File: config.mk
export PLATFORM = sky130hd
export DESIGN_NAME = jt49_env
export DESIGN_NICKNAME = d
export VERILOG_FILES = /design/src/rtl/jt49_env.sv
export SDC_FILE = /design/constraint.sdc
export NUM_CORES = 1
export LEC_CHECK = 0
export ABC_AREA = 0
export CORE_MARGIN = 8
export CORE_UTILIZATION = 40
export DETAILED_ROUTE_END_ITERATION = 10
export HOLD_SLACK_MARGIN = 0.02
export PLACE_DENSITY = 0.65
export SYNTH_ARGS = -nofsm -noshare
export SYNTH_HDL_FRONTEND = slang
export SYNTH_SLANG_ARGS = --single-unit
File: constraint.sdc
create_clock -name clk -period 5.08 [get_ports clk]
set_input_delay 1.016 -clock clk [delete_from_list [all_inputs] [get_ports clk]]
set_output_delay 1.016 -clock clk [all_outputs]
set_load 0.02 [all_outputs]
File: src/rtl/jt49_env.sv
// jt49_env: envelope generator fed by the envelope-period divider.
// Walks a 16- or 32-step ramp shaped by {CONT,ATT,ALT,HOLD} and
// registers a 5-bit envelope level for the amplitude stage.
// Build option: define JT49_ENV_YM32_EN for the YM2149 32-step ramp;
// leave it undefined for the AY-3-8910 16-step ramp.
module jt49_env #(
  parameter int STEP_EDGE = 0
) (
  input  logic       clk,
  input  logic       rst_n,
  input  logic       cen,
  input  logic       step,
  input  logic       restart,
  input  logic [3:0] ctrl,
  output logic [4:0] env,
  output logic       busy
);

`ifdef JT49_ENV_YM32_EN
  localparam int CW = 5;
`else
  localparam int CW = 4;
`endif
  localparam logic [CW-1:0] CMAX = '1;

  typedef enum logic {ST_STOP = 1'b0, ST_RUN = 1'b1} st_t;

  // ATT only sets the starting direction at restart, so it is not kept.
  logic [CW-1:0] cnt, cnt_nx;
  logic          inv, inv_nx;
  logic          shp_cont, shp_alt, shp_hold;
  logic          shp_cont_nx, shp_alt_nx, shp_hold_nx;
  st_t           st, st_nx;
  logic          step_l, step_ev;
  logic [CW-1:0] lvl_nx;

  // Map a ramp level to the 5-bit output; the 16-step ramp duplicates its
  // MSB into the LSB so both ends still reach 0 and 31.
  function automatic logic [4:0] map_lvl(input logic [CW-1:0] lvl);
`ifdef JT49_ENV_YM32_EN
    return lvl;
`else
    return {lvl, lvl[CW-1]};
`endif
  endfunction

  // Step event detection on the divider's toggling output
  always_comb begin
    if (STEP_EDGE != 0) step_ev = cen & (step ^ step_l);
    else                step_ev = cen & step & ~step_l;
  end

  // Next-state: restart wins over a same-cycle step event
  always_comb begin
    cnt_nx      = cnt;
    inv_nx      = inv;
    st_nx       = st;
    shp_cont_nx = shp_cont;
    shp_alt_nx  = shp_alt;
    shp_hold_nx = shp_hold;
    if (restart) begin
      shp_cont_nx = ctrl[3];
      shp_alt_nx  = ctrl[1];
      shp_hold_nx = ctrl[0];
      cnt_nx      = '0;
      inv_nx      = ~ctrl[2];
      st_nx       = ST_RUN;
    end else if (st == ST_RUN && step_ev) begin
      if (cnt != CMAX) begin
        cnt_nx = cnt + CW'(1);
      end else if (!shp_cont) begin
        // one-shot shapes always park at level 0
        st_nx  = ST_STOP;
        inv_nx = 1'b1;
        cnt_nx = CMAX;
      end else if (shp_hold) begin
        st_nx  = ST_STOP;
        inv_nx = inv ^ shp_alt;
      end else begin
        cnt_nx = '0;
        inv_nx = inv ^ shp_alt;
      end
    end
    lvl_nx = cnt_nx ^ {CW{inv_nx}};
  end

  // State, step history and registered outputs
  always_ff @(posedge clk or negedge rst_n) begin
    if (!rst_n) begin
      cnt      <= '0;
      inv      <= 1'b0;
      shp_cont <= 1'b0;
      shp_alt  <= 1'b0;
      shp_hold <= 1'b0;
      st       <= ST_STOP;
      step_l   <= 1'b0;
      env      <= 5'd0;
      busy     <= 1'b0;
    end else begin
      cnt      <= cnt_nx;
      inv      <= inv_nx;
      shp_cont <= shp_cont_nx;
      shp_alt  <= shp_alt_nx;
      shp_hold <= shp_hold_nx;
      st       <= st_nx;
      if (cen) step_l <= step;
      env      <= map_lvl(lvl_nx);
      busy     <= (st_nx == ST_RUN);
    end
  end

endmodule

### After elaboration in Yosys (flattened, before gate mapping)

Index checks and enable logic that the tools add are counted.

* add/subtract/negate cells: 1
* equality and inequality tests: 3
* multiplexer cells: 14
* bitwise gates (word level): 6
* reduce and logical (&&, ||, !) cells: 3

Operators with widths (count)
* 4-bit 2-to-1 mux: 5
* 1-bit 2-to-1 mux: 9
* 4-bit by 1-bit adder with 4-bit output (second input constant): 1
* 4-bit inequality test (second input constant): 1
* 4-bit bitwise XOR: 1
* 3-bit by 2-bit inequality test with 1-bit output (second input constant): 1
* 3-bit AND reduction: 1
* 1-bit AND: 2
* 2-bit inequality test (second input constant): 1
* 1-bit NOT: 2
* 2-bit nonzero test: 1
* 1-bit logical AND: 1
* 1-bit bitwise XOR: 1

* register bits after elaboration: 15
* input port bits: 9
* word-level logic and storage cells: 35

### Logic depth before layout (Yosys ltp)

* depth after elaboration: 6
* depth in mapped cells: 6

### Least setup slack after synthesis

No wires, ideal clock.

* path type: input -> register
* start point: input cen
* end point: register env[1]
* library setup time: 0.080 ns
* arrival time: 1.849 ns
* required time: 5.000 ns
* path slack: 3.151 ns
* stages on the path: 5
* cells stage by stage: and4b_1 buf_4 a31oi_1 o2111a_1 xnor2_1

* word-level cells in the longest chain between the ends: 6
* elaborated cells between the ends (all ways): 8
* classes of those cells: mux (4); bitwise (3); reduce/logical (1)

RTL lines
* start, declared: RTL line 11 `input logic cen,`
* 1-bit AND (2 in series): RTL line 50 `else step_ev = cen & step & ~step_l;`
* 1-bit logical AND: RTL line 68 `end else if (st == ST_RUN && step_ev) begin`
* 4-bit 2-to-1 mux: RTL line 68
* 4-bit 2-to-1 mux: RTL line 61 `if (restart) begin`
* via cnt_nx[0]: RTL line 29 `logic [CW-1:0] cnt, cnt_nx;`
* 4-bit bitwise XOR: RTL line 84 `lvl_nx = cnt_nx ^ {CW{inv_nx}};`
* via lvl_nx[0]: RTL line 35 `logic [CW-1:0] lvl_nx;`
* end signal, assigned: RTL line 107 `env <= map_lvl(lvl_nx);`
* end, declared: RTL line 15 `output logic [4:0] env,`

The timed path passes the listed nets, and every way through them passes these cells.
A chain may end at the register's enable or synchronous reset.

### Worst setup path in the final report

* start point: input cen
* end point: register env[3]

The elaborated chain is that of the path after synthesis.

==> results.sh <==
export IMPL_cts_tree="built"
export IMPL_cts_resized=0
export IMPL_area_delta_synth_final_pct=24.96
export IMPL_wl_um=1372
export IMPL_rsz0062_at_grt="false"
export IMPL_p_sw_share_pct=25.40
export IMPL_ant_nets=0
export IMPL_grt_pass1_wl_um=2277
export IMPL_status="completed"
export IMPL_startpoint_type="input port"
export IMPL_ys_seq_area_share_pct=49.21
export IMPL_cp_slowest_cell="and4b_1"
export IMPL_clk_pin_slew_ns=0.09
export IMPL_via_per_inst=5.010
export IMPL_drc=0
export IMPL_postCtsSetupRepairBufs=0
export IMPL_die_x_um=58.19
export IMPL_cp_depth=5
export IMPL_clkPwrFrac_pct=30.7
export IMPL_path_delay_family="simple AND/OR/NAND/NOR gates"
export IMPL_gr_total_overflow=0
export IMPL_most_common_layout_cells="14 x dfrtp_1, 14 x clkdlybuf4s50_1, 4 x xnor2_1, 4 x mux2_2"
export IMPL_diodes=0
export IMPL_cts_sinks=14
export IMPL_port_buffers=14
export IMPL_drive_gt1_share_pct=19.44
export IMPL_intPower_uw=190.8
export IMPL_power_density_nw_per_um2=287.5
export IMPL_p_comb_share_pct=19.5
export IMPL_slew_headroom_pct=59.44
export IMPL_hold_viol_final=0
export IMPL_clockRootBuffer="clkbuf_4"
export IMPL_syn_area_per_cell_um2=12.27
export IMPL_hold_ws_ns=0.5158
export IMPL_fin_cells=97
export IMPL_cp_max_fo=12
export IMPL_drt_pass1_iter_count=3
export IMPL_io_pins=15
export IMPL_cap_violations=0
export IMPL_crit_required_ns=5.24
export IMPL_worst_path_largest_cell_delay_ns=0.51
export IMPL_core_um2=1708
export IMPL_yosysWarnings=0
export IMPL_hp_class="reg2reg"
export IMPL_num_vias=486
export IMPL_clock_latency_ns=0.27
export IMPL_synth_seq_cells=14
export IMPL_gp_congestion=0.7943
export IMPL_synth_edf_count=0
export IMPL_grt_pass1_vias=505
export IMPL_synthesis_area_um2=711.9
export IMPL_worst_path_buf_inv=1
export IMPL_hold_depth=1
export IMPL_ys_types=31
export IMPL_die_area_um2=3386
export IMPL_tightestPinTransition_ns=0.6065
export IMPL_seqPwrFrac_pct=49.9
export IMPL_antenna_found_initial=0
export IMPL_fin_crit_sh_pct=48.18
export IMPL_grt_max_degree=15
export IMPL_netlist_instances=58
export IMPL_wl_per_cell_um=14.14
export IMPL_htreeDepth=1
export IMPL_cts_buffer_depth=2
export IMPL_hpwl_um=1050
export IMPL_async_flop_share_pct=100.0
export IMPL_fillers=151
export IMPL_post_place_cells=93
export IMPL_path_class="in2reg"
export IMPL_cp_arrival_ns=2.61
export IMPL_skew_ns=0.004983
export IMPL_reg2regPathDepth=5
export IMPL_ir_drop_v=0.0001855
export IMPL_min_period_ns=2.448
export IMPL_worstPathCellList="clkdlybuf4s50_1, and4b_1, a21oi_1, a311oi_2, xnor2_1"
export IMPL_cts_hold_buf=0
export IMPL_grt_usage_pct=8.735
export IMPL_synth_nets=68
export IMPL_timing_fmax_mhz=408.5
export IMPL_final_net_count=83
export IMPL_initial_core_util_pct=41.68
export IMPL_setup_tns_ns=0
export IMPL_numCtsBuffers=3
export IMPL_drv_slew=0
export IMPL_finalSetupViolCount=0
export IMPL_chipHeight_um=58.19
export IMPL_fp_row_count=15
export IMPL_endpoint_kind="flip-flop"
export IMPL_switching_power_uw=64.95
export IMPL_p_leak_nw=0.3580
export IMPL_drtIter0Drc=12
export IMPL_synthFlopType="dfrtp_1"
==> power groups by stage <==
stage          Sequential, mW  Combinational (mW)  Clock (mW)
2_1_floorplan           0.135              0.0226           0
6_report                0.128              0.0497      0.0784
3_5_place_dp            0.130              0.0506           0
3_3_place_gp            0.130              0.0498           0
4_1_cts                 0.128              0.0507      0.0809
5_1_grt                 0.129              0.0533      0.0852
==> cell type report <==
type	count	area, um2	share of cell area, %
clock buffers	4	36.28	4.079
inverters	2	7.507	0.8439
multi-input cells	38	324.1	36.43
flip-flops and latches	14	350.3	39.38
well taps	25	31.28	3.516
repair buffers	14	140.1	15.75
==> kinds of logic (layout without fill, tap and decap cells) <==
group           Yosys count  after routing  synth area share (%)
compound gates           13             13                 15.46
mux                       5              5                 7.732
buf+inv                   6             20                 5.272
fa+ha+maj                 1              1                 1.757
xor+xnor                  4              4                 4.920
simple gates             15             15                 15.64
flops                    14             14                 49.21
==> final timing paths <==
| check | slack (ns) | endpoint | startpoint |
|---|---|---|---|
| setup / recovery | 2.63 | env[3] | cen |
| hold / removal | 0.52 | step_l | step_l |
| setup reg to reg | 3.30 | env[1] | cnt[0] |
| hold reg to reg | 0.52 | step_l | step_l |
| max in group asynchronous | 3.57 | env[1] | rst_n |
| min in group asynchronous | 1.12 | st | rst_n |
==> state kept, by name, indices dropped and copies added, names as in the netlist <==
name	flops
cnt	4
env	4
inv	1
shp_alt	1
shp_cont	1
shp_hold	1
st	1
step_l	1
==> per-stage QoR <==
stage	power [mW]	util (%)	worst slack (ns)	instance area (um2)
final	0.2557	52.09	2.632	889.6
after global routing	0.2678	52.09	2.535	889.6
after CTS	0.2593	52.09	2.643	889.6
after detailed placement	0.1804	49.96	2.356	853.3
after global placement	0.1795	49.96	2.387	853.3
after floorplan	0.1573	-	3.151	711.9
==> Yosys cell counts (all sizes together), types with 2 or more instances <==
cell / number / area share, %
inv: 2 / 1.1
xnor2: 4 / 4.9
nand3: 3 / 2.8
mux2: 4 / 6.3
buf: 4 / 4.2
nand3b: 2 / 2.1
a31oi: 2 / 1.8
dfrtp: 14 / 49
a21oi: 3 / 2.1
and4b: 2 / 2.8
==> routing by layer <==
metal  GRT usage (%)  routed length, um
met1           10.34                674
met2           14.01                649
met3           3.311                 49
met4           3.147                  0
met5               0                  0
Note: power is estimated with default switching activity, not from simulation.
